$ cat src/rtl/seg7_pkg.sv
// Shared constants for the 7-segment receive path: legal segment codes,
// the illegal-digit marker and the capture FSM state encoding.
package seg7_pkg;

  // Segment order is {a,b,c,d,e,f,g} on bits [6:0].
  localparam logic [6:0] SEG_0 = 7'h7E;
  localparam logic [6:0] SEG_1 = 7'h30;
  localparam logic [6:0] SEG_2 = 7'h6D;
  localparam logic [6:0] SEG_3 = 7'h79;
  localparam logic [6:0] SEG_4 = 7'h33;
  localparam logic [6:0] SEG_5 = 7'h5B;
  localparam logic [6:0] SEG_6 = 7'h5F;
  localparam logic [6:0] SEG_7 = 7'h70;
  localparam logic [6:0] SEG_8 = 7'h7F;
  localparam logic [6:0] SEG_9 = 7'h7B;

  localparam logic [3:0] SEG_ERR_VAL = 4'hF;

  typedef enum logic [1:0] {
    ST_IDLE     = 2'd0,
    ST_SETTLE   = 2'd1,
    ST_CAPTURED = 2'd2
  } state_t;

endpackage

$ cat src/rtl/seven_segment_reader_if.sv
// Frame hand-off bus from the segment reader to its consumer.
// Valid/ready: a frame moves on every rising edge where out_valid && out_ready;
// once out_valid is high, digits/digit_err hold steady until that transfer.
interface seven_segment_reader_if #(
  parameter int NUM_DIGITS = 4
);
  logic                    out_valid;
  logic                    out_ready;
  logic [4*NUM_DIGITS-1:0] digits;
  logic [NUM_DIGITS-1:0]   digit_err;

  modport master (
    output out_valid,
    output digits,
    output digit_err,
    input  out_ready
  );

  modport slave (
    input  out_valid,
    input  digits,
    input  digit_err,
    output out_ready
  );
endinterface

$ cat src/rtl/seg7_pattern_decode.sv
// Combinational segment pattern to BCD decoder; anything that is not a
// legal 0-9 code decodes to SEG_ERR_VAL with err set.
module seg7_pattern_decode
  import seg7_pkg::*;
(
  input  logic [6:0] pattern,
  output logic       err,
  output logic [3:0] bcd
);

  always_comb begin
    err = 1'b0;
    bcd = SEG_ERR_VAL;
    case (pattern)
      SEG_0:   bcd = 4'd0;
      SEG_1:   bcd = 4'd1;
      SEG_2:   bcd = 4'd2;
      SEG_3:   bcd = 4'd3;
      SEG_4:   bcd = 4'd4;
      SEG_5:   bcd = 4'd5;
      SEG_6:   bcd = 4'd6;
      SEG_7:   bcd = 4'd7;
      SEG_8:   bcd = 4'd8;
      SEG_9:   bcd = 4'd9;
      default: err = 1'b1;
    endcase
  end

endmodule

$ cat src/rtl/seven_segment_reader.sv
// Receive side of a multiplexed 7-segment bus: waits for each strobed digit to
// settle, decodes it, and hands complete frames out over a valid/ready bus.
module seven_segment_reader
  import seg7_pkg::*;
#(
  parameter int NUM_DIGITS    = 4,
  parameter int STABLE_CYCLES = 8
) (
  input  logic                  clk,
  input  logic                  reset,
  input  logic [6:0]            seg_in,
  input  logic [NUM_DIGITS-1:0] dig_sel,
  seven_segment_reader_if.master frame,
  output logic                  overrun,
  output state_t                fsm_state
);

  localparam int CW = $clog2(STABLE_CYCLES + 1);
  localparam logic [CW-1:0] CNT_MAX = CW'(STABLE_CYCLES);
  localparam logic [CW-1:0] CNT_ONE = CW'(1);

  logic [6:0]            seg_q, seg_p;
  logic [NUM_DIGITS-1:0] sel_q, sel_p;
  state_t                state, state_n;
  logic [CW-1:0]         cnt, cnt_n;
  logic                  capture, restart;
  logic                  one_hot, changed, frame_done;
  logic [4*NUM_DIGITS-1:0] slot_bcd;
  logic [NUM_DIGITS-1:0]   slot_err, mask;
  logic                  dec_err;
  logic [3:0]            dec_bcd;

  seg7_pattern_decode u_decode (
    .pattern (seg_q),
    .err     (dec_err),
    .bcd     (dec_bcd)
  );

  assign one_hot    = (sel_q != '0) && ((sel_q & (sel_q - 1'b1)) == '0);
  assign changed    = {seg_q, sel_q} != {seg_p, sel_p};
  assign frame_done = &mask;
  assign fsm_state  = state;

  // seg_p/sel_p hold the previous registered sample for change detection.
  always_ff @(posedge clk) begin
    if (reset) begin
      seg_q <= '0;
      sel_q <= '0;
      seg_p <= '0;
      sel_p <= '0;
    end else begin
      seg_q <= seg_in;
      sel_q <= dig_sel;
      seg_p <= seg_q;
      sel_p <= sel_q;
    end
  end

  always_ff @(posedge clk) begin
    if (reset) begin
      state <= ST_IDLE;
      cnt   <= '0;
    end else begin
      state <= state_n;
      cnt   <= cnt_n;
    end
  end

  always_comb begin
    state_n = state;
    cnt_n   = cnt;
    capture = 1'b0;
    restart = 1'b0;
    case (state)
      ST_IDLE:     restart = 1'b1;
      ST_SETTLE: begin
        if (changed) begin
          restart = 1'b1;
        end else begin
          if (cnt != CNT_MAX) cnt_n = cnt + 1'b1;
          if (cnt >= CNT_MAX - 1'b1) begin
            capture = 1'b1;
            state_n = ST_CAPTURED;
          end
        end
      end
      ST_CAPTURED: restart = changed;
      default: begin
        state_n = ST_IDLE;
        cnt_n   = '0;
      end
    endcase
    // A new dwell starts counting at 1; a single-cycle setting captures at once.
    if (restart) begin
      if (!one_hot) begin
        state_n = ST_IDLE;
        cnt_n   = '0;
      end else if (STABLE_CYCLES == 1) begin
        capture = 1'b1;
        state_n = ST_CAPTURED;
        cnt_n   = CNT_ONE;
      end else begin
        state_n = ST_SETTLE;
        cnt_n   = CNT_ONE;
      end
    end
  end

  // A completed mask is consumed on the edge after it fills; a capture landing
  // on that same edge starts the next frame.
  always_ff @(posedge clk) begin
    if (reset) begin
      slot_bcd <= '0;
      slot_err <= '0;
      mask     <= '0;
    end else begin
      for (int k = 0; k < NUM_DIGITS; k++) begin
        if (capture && sel_q[k]) begin
          slot_bcd[4*k +: 4] <= dec_bcd;
          slot_err[k]        <= dec_err;
        end
      end
      mask <= (frame_done ? '0 : mask) | (capture ? sel_q : '0);
    end
  end

  always_ff @(posedge clk) begin
    if (reset) begin
      frame.out_valid <= 1'b0;
      frame.digits    <= '0;
      frame.digit_err <= '0;
      overrun         <= 1'b0;
    end else begin
      overrun <= 1'b0;
      if (frame_done) begin
        if (frame.out_valid && !frame.out_ready) begin
          overrun <= 1'b1;
        end else begin
          frame.out_valid <= 1'b1;
          frame.digits    <= slot_bcd;
          frame.digit_err <= slot_err;
        end
      end else if (frame.out_valid && frame.out_ready) begin
        frame.out_valid <= 1'b0;
      end
    end
  end

endmodule

$ cat src/flat_wrapper.sv
// flat-port wrapper written by rule: the top's interface ports become plain ports
module seven_segment_reader_flat import seg7_pkg::*;
#(
  parameter int NUM_DIGITS    = 4,
  parameter int STABLE_CYCLES = 8
)
  (clk, reset, seg_in, dig_sel, overrun, fsm_state, frame_out_valid, frame_digits, frame_digit_err, frame_out_ready);
  seven_segment_reader_if #(.NUM_DIGITS(NUM_DIGITS)) frame_i ();
  input  logic clk;
  input  logic reset;
  input  logic [6:0] seg_in;
  input  logic [NUM_DIGITS-1:0] dig_sel;
  output logic overrun;
  output state_t fsm_state;
  output wire logic [$bits(frame_i.out_valid)-1:0] frame_out_valid;
  output wire logic [$bits(frame_i.digits)-1:0] frame_digits;
  output wire logic [$bits(frame_i.digit_err)-1:0] frame_digit_err;
  input wire logic [$bits(frame_i.out_ready)-1:0] frame_out_ready;
  assign frame_out_valid = frame_i.out_valid;
  assign frame_digits = frame_i.digits;
  assign frame_digit_err = frame_i.digit_err;
  assign frame_i.out_ready = frame_out_ready;
  seven_segment_reader #(.NUM_DIGITS(NUM_DIGITS), .STABLE_CYCLES(STABLE_CYCLES)) u_core (.clk(clk), .reset(reset), .seg_in(seg_in), .dig_sel(dig_sel), .frame(frame_i), .overrun(overrun), .fsm_state(fsm_state));
endmodule
$ cat config.mk
export PLATFORM = sky130hd
export DESIGN_NAME = seven_segment_reader_flat
export DESIGN_NICKNAME = d
export VERILOG_FILES = /design/src/rtl/seg7_pkg.sv /design/src/rtl/seven_segment_reader_if.sv /design/src/rtl/seg7_pattern_decode.sv /design/src/rtl/seven_segment_reader.sv /design/src/flat_wrapper.sv
export SDC_FILE = /design/constraint.sdc
export NUM_CORES = 1
export LEC_CHECK = 0
export CAP_MARGIN = 10
export CELL_PAD_IN_SITES_DETAIL_PLACEMENT = 1
export CELL_PAD_IN_SITES_GLOBAL_PLACEMENT = 1
export CORE_MARGIN = 3
export CORE_UTILIZATION = 50
export CTS_BUF_LIST = sky130_fd_sc_hd__clkbuf_2 sky130_fd_sc_hd__clkbuf_4 sky130_fd_sc_hd__clkbuf_8
export CTS_CLUSTER_DIAMETER = 30
export CTS_CLUSTER_SIZE = 20
export DETAILED_ROUTE_END_ITERATION = 12
export DONT_BUFFER_PORTS = 1
export PLACE_DENSITY = 0.84
export REMOVE_ABC_BUFFERS = 1
export SETUP_SLACK_MARGIN = 0.1
export SYNTH_ARGS = -nofsm -noshare
export SYNTH_HDL_FRONTEND = slang
export SYNTH_SLANG_ARGS = --single-unit
$ cat constraint.sdc
create_clock -name clk -period 2 [get_ports clk]
set_input_delay 0.4 -clock clk [delete_from_list [all_inputs] [get_ports clk]]
set_output_delay 0.4 -clock clk [all_outputs]
set_load 0.05 [all_outputs]
==> metrics.txt <==
# TYPE chip_impl_metric gauge
chip_impl_metric{name="post_synth_num_cell_types",unit=""} 49
chip_impl_metric{name="synth.yosys.warnings",unit=""} 0
chip_impl_metric{name="final_design_area_no_fill",unit="sq um"} 3710
chip_impl_metric{name="final_hold_violating_endpoints",unit=""} 0
chip_impl_metric{name="routabilityCongestion",unit=""} 0.784
chip_impl_info{name="cp-start-kind",value="register"} 1
chip_impl_metric{name="routedWlPerCell",unit="microns"} 17.4
chip_impl_metric{name="synth-simple-area-share",unit=""} 0.235
chip_impl_info{name="main_combinational_cell_family_by_area_after_synthesis",value="simple AND/OR/NAND/NOR gates"} 1
chip_impl_metric{name="synth-edff-count",unit=""} 0
chip_impl_metric{name="area_delta_synth_final",unit="%"} 14.7
chip_impl_metric{name="worst_ir_drop_vdd",unit="mV"} 1.01
chip_impl_info{name="synth_ff_type",value="sky130_fd_sc_hd__dfxtp_1"} 1
chip_impl_info{name="cts_tree",value="yes"} 1
chip_impl_metric{name="worstSkewPairLatency",unit="ps"} 350
chip_impl_metric{name="number_of_drc_markers_after_the_initial_detailed_route_iteration",unit=""} 102
chip_impl_metric{name="mean_cell_area_of_the_mapped_netlist",unit="sq um"} 9.42
chip_impl_metric{name="final_cycle_utilization_of_the_critical_path",unit=""} 0.963
chip_impl_metric{name="timing.reg2reg.setup_slack",unit="ps"} 70
chip_impl_metric{name="critical_path_required",unit="ps"} 2250
chip_impl_metric{name="layout.core_utilization",unit=""} 0.609
chip_impl_metric{name="worst_clock_skew",unit="ps"} 8.98
chip_impl_info{name="status",value="finished, final reports clean"} 1
chip_impl_metric{name="placement.cell_area",unit="sq um"} 3330
chip_impl_metric{name="maxSlewHeadroom",unit=""} 0.474
chip_impl_metric{name="htree_levels",unit=""} 3
chip_impl_metric{name="multi_input_area",unit="sq um"} 1630
chip_impl_metric{name="vias",unit=""} 2427
chip_impl_info{name="rsz0062_at_grt",value="true"} 1
chip_impl_metric{name="cp_data_arrival_time",unit="ps"} 2170
chip_impl_info{name="path_class",value="register to register"} 1
chip_impl_metric{name="clk_pin_slew_worst_paths",unit="ps"} 70
chip_impl_metric{name="period_needed",unit="ps"} 1930
chip_impl_metric{name="initial_utilization",unit=""} 0.531
chip_impl_metric{name="synth_xor_xnor_area_share",unit=""} 0.0610
chip_impl_metric{name="clock_tree.buffer_depth",unit=""} 2
chip_impl_metric{name="clkSinkCount",unit=""} 74
chip_impl_metric{name="p_leak",unit="nW"} 1.39
chip_impl_metric{name="gr-total-overflow",unit=""} 0
chip_impl_metric{name="ant_nets",unit=""} 0
chip_impl_metric{name="hpwl",unit="microns"} 4950
chip_impl_metric{name="total_power",unit="mW"} 2.92
chip_impl_metric{name="grtUsageTotal",unit=""} 0.208
chip_impl_metric{name="synth_async_sr_flop_share",unit=""} 0
chip_impl_metric{name="synth.yosys.seq_area_share",unit=""} 0.457
chip_impl_metric{name="final.fill_count",unit=""} 691
chip_impl_metric{name="grt_pass1_vias",unit=""} 2641
chip_impl_metric{name="nNetsFinal",unit=""} 380
chip_impl_info{name="endpoint_kind_of_the_worst_setup_timing_path",value="register"} 1
chip_impl_metric{name="synth_adder_area_share",unit=""} 0.0232
chip_impl_metric{name="multiplexer_fraction_of_the_synthesized_cell_area",unit=""} 0.0282
chip_impl_metric{name="final-max-slew-violation-count",unit=""} 0
chip_impl_metric{name="power-per-cell-area",unit="nW/um^2"} 785
chip_impl_metric{name="layout-drive-gt1-share",unit=""} 0.250
chip_impl_info{name="hold_path.class",value="primary input to register"} 1
chip_impl_metric{name="vias_per_cell",unit=""} 5.53
chip_impl_metric{name="dieArea",unit="sq um"} 7480
chip_impl_metric{name="floorplan.core_area",unit="sq um"} 6100
chip_impl_metric{name="clock.fmax",unit="MHz"} 519
chip_impl_metric{name="die_w",unit="microns"} 86.5
chip_impl_metric{name="share_of_the_synthesized_area_in_compound_gates_ao_oa_aoi_oai",unit=""} 0.131
chip_impl_metric{name="diodes",unit=""} 0
chip_impl_metric{name="max_cap_viol_count",unit=""} 0
chip_impl_metric{name="hold-worst-slack",unit="ps"} 109
chip_impl_metric{name="tritoncts.num_buffers",unit=""} 9
chip_impl_metric{name="grt_max_degree",unit=""} 73
chip_impl_metric{name="regArea",unit="sq um"} 1500
chip_impl_metric{name="route.detailed.drc",unit=""} 0
chip_impl_metric{name="final-instance-count-excl-fill",unit=""} 439
chip_impl_info{name="cts_root_buffer",value="sky130_fd_sc_hd__clkbuf_8"} 1
chip_impl_metric{name="placed_cells_incl_taps",unit=""} 417
chip_impl_metric{name="finalWirelength",unit="microns"} 7660
chip_impl_metric{name="dr.pass1.iters",unit=""} 4
chip_impl_metric{name="grt_pass1_wl",unit="microns"} 12100
chip_impl_metric{name="crit_path_max_fanout",unit=""} 5
chip_impl_metric{name="finalSetupViolations",unit=""} 0
chip_impl_metric{name="dieHeight",unit="microns"} 86.5
chip_impl_metric{name="cts_hold_buf",unit=""} 0
chip_impl_metric{name="synth_area",unit="sq um"} 3240
chip_impl_metric{name="ioPinCount",unit=""} 38
chip_impl_metric{name="num_rows",unit=""} 28
chip_impl_metric{name="tightestPinTransition",unit="ps"} 789
chip_impl_metric{name="syn-instance-count",unit=""} 344
chip_impl_metric{name="ys_ff_latch",unit=""} 74
chip_impl_metric{name="numPortBuffers",unit=""} 0
chip_impl_metric{name="antenna_violations_before_repair",unit=""} 0
[timing repair]
action                                  4_1_cts  5_1_grt
buffers inserted                              0        7
gates resized for setup                       7       25
pin swaps                                     0       17
endpoints found under the setup margin       22       27
[cells in the mapped netlist, types with 2 or more instances]
cell / instances / area share
sky130_fd_sc_hd__nor2b_1: 19 / 0.037
sky130_fd_sc_hd__xnor2_4: 4 / 0.034
sky130_fd_sc_hd__nand3b_1: 4 / 0.0093
sky130_fd_sc_hd__buf_2: 2 / 0.0031
sky130_fd_sc_hd__nand4_1: 5 / 0.0097
sky130_fd_sc_hd__o21ai_0: 4 / 0.0062
sky130_fd_sc_hd__xnor2_1: 9 / 0.024
sky130_fd_sc_hd__mux2i_1: 8 / 0.025
sky130_fd_sc_hd__inv_1: 12 / 0.014
sky130_fd_sc_hd__clkbuf_1: 12 / 0.014
sky130_fd_sc_hd__nor3_1: 3 / 0.0046
sky130_fd_sc_hd__ha_1: 6 / 0.023
sky130_fd_sc_hd__nor2_1: 30 / 0.035
sky130_fd_sc_hd__a21o_1: 5 / 0.012
sky130_fd_sc_hd__or3_1: 3 / 0.0058
sky130_fd_sc_hd__a21oi_1: 30 / 0.046
sky130_fd_sc_hd__buf_6: 9 / 0.031
sky130_fd_sc_hd__o21ai_1: 3 / 0.0046
sky130_fd_sc_hd__nand2b_1: 3 / 0.0058
sky130_fd_sc_hd__a211oi_2: 5 / 0.019
sky130_fd_sc_hd__nor2_2: 4 / 0.0077
sky130_fd_sc_hd__a31oi_1: 5 / 0.0097
sky130_fd_sc_hd__nand3_1: 5 / 0.0077
sky130_fd_sc_hd__o21bai_1: 4 / 0.0093
sky130_fd_sc_hd__and3_1: 6 / 0.012
sky130_fd_sc_hd__nand2_1: 45 / 0.052
sky130_fd_sc_hd__dfxtp_1: 74 / 0.46
sky130_fd_sc_hd__nor3b_1: 4 / 0.0093
[critical path, stage by stage, from the launching register on]
cell	delay, ps
sky130_fd_sc_hd__dfxtp_2	340
sky130_fd_sc_hd__xnor2_2	200
sky130_fd_sc_hd__nand4_1	210
sky130_fd_sc_hd__nor4_4	420
sky130_fd_sc_hd__and3_4	270
sky130_fd_sc_hd__buf_6	120
sky130_fd_sc_hd__mux2i_1	200
sky130_fd_sc_hd__nor2_1	60
[through the flow]
step,TNS [ps],worst slack [ps]
2_1_floorplan,0,48.9
3_3_place_gp,0,88.7
3_5_place_dp,-37.1,-21.5
4_1_cts,0,106
5_1_grt,-691,-86.8
6_report,0,73.3
[cell type report]
class / instances / area share
flip-flops and latches: 74 / 0.404
clock inverters: 4 / 0.0138
well taps: 75 / 0.0253
clock buffers: 11 / 0.0408
multi-input cells: 234 / 0.440
inverters: 12 / 0.0121
repair buffers: 29 / 0.0647
[routing by layer]
metal	track usage	routed length, microns
met5	0	0
met4	0.0765	107
met3	0.0608	272
met2	0.363	4050
met1	0.239	3220
[registers in the layout, indices dropped and copies added (netlist names)]
signal,flops
u_core.cnt,4
u_core.frame.digit_err,4
u_core.frame.digits,16
u_core.frame.out_valid,1
u_core.fsm_state,2
u_core.mask,4
u_core.overrun,1
u_core.seg_p,7
u_core.seg_q,7
u_core.sel_p,4
u_core.sel_q,4
u_core.slot_bcd,16
u_core.slot_err,4
[kinds of logic (layout without fill, tap and decap cells)]
kind of cell,count (synthesis),after routing
and+or+nand+nor,143,143
DFF,74,74
AOI/OAI and AO/OA,62,62
buffers and inverters,36,56
xor gates and xnor gates,14,14
muxes,9,9
adders and majority gates,6,6
[path summary, 6_finish.rpt]
check                           from                        end  cells after the start
setup / recovery     u_core.sel_q[2]         u_core.slot_bcd[6]                      7
hold / removal                 reset        u_core.slot_bcd[13]                      1
setup reg to reg     u_core.sel_q[2]         u_core.slot_bcd[6]                      7
hold reg to reg   u_core.slot_err[2]  u_core.frame.digit_err[2]                      2
[power breakdown]
group	total [mW]	internal, mW	switching [mW]
Clock	1.16	0.637	0.526
Sequential	1.53	1.50	0.0338
Combinational	0.222	0.106	0.115
Total	2.92	2.24	0.675
[cell usage in the layout (no fill, tap or decap), drive strengths merged, types with 4 or more instances in the layout]
cell type,n
dfxtp,74
nand2,46
nor2,34
a21oi,31
buf,29
nor2b,19
xnor2,13
inv,12
clkbuf,11
mux2i,8
o21ai,7
ha,6
nand4,6
nand3,6
and3,6
a21o,5
a211oi,5
a31oi,5
nand3b,4
nor3b,4
o21bai,4
nor3,4
Note: power is estimated with default switching activity, not from simulation.
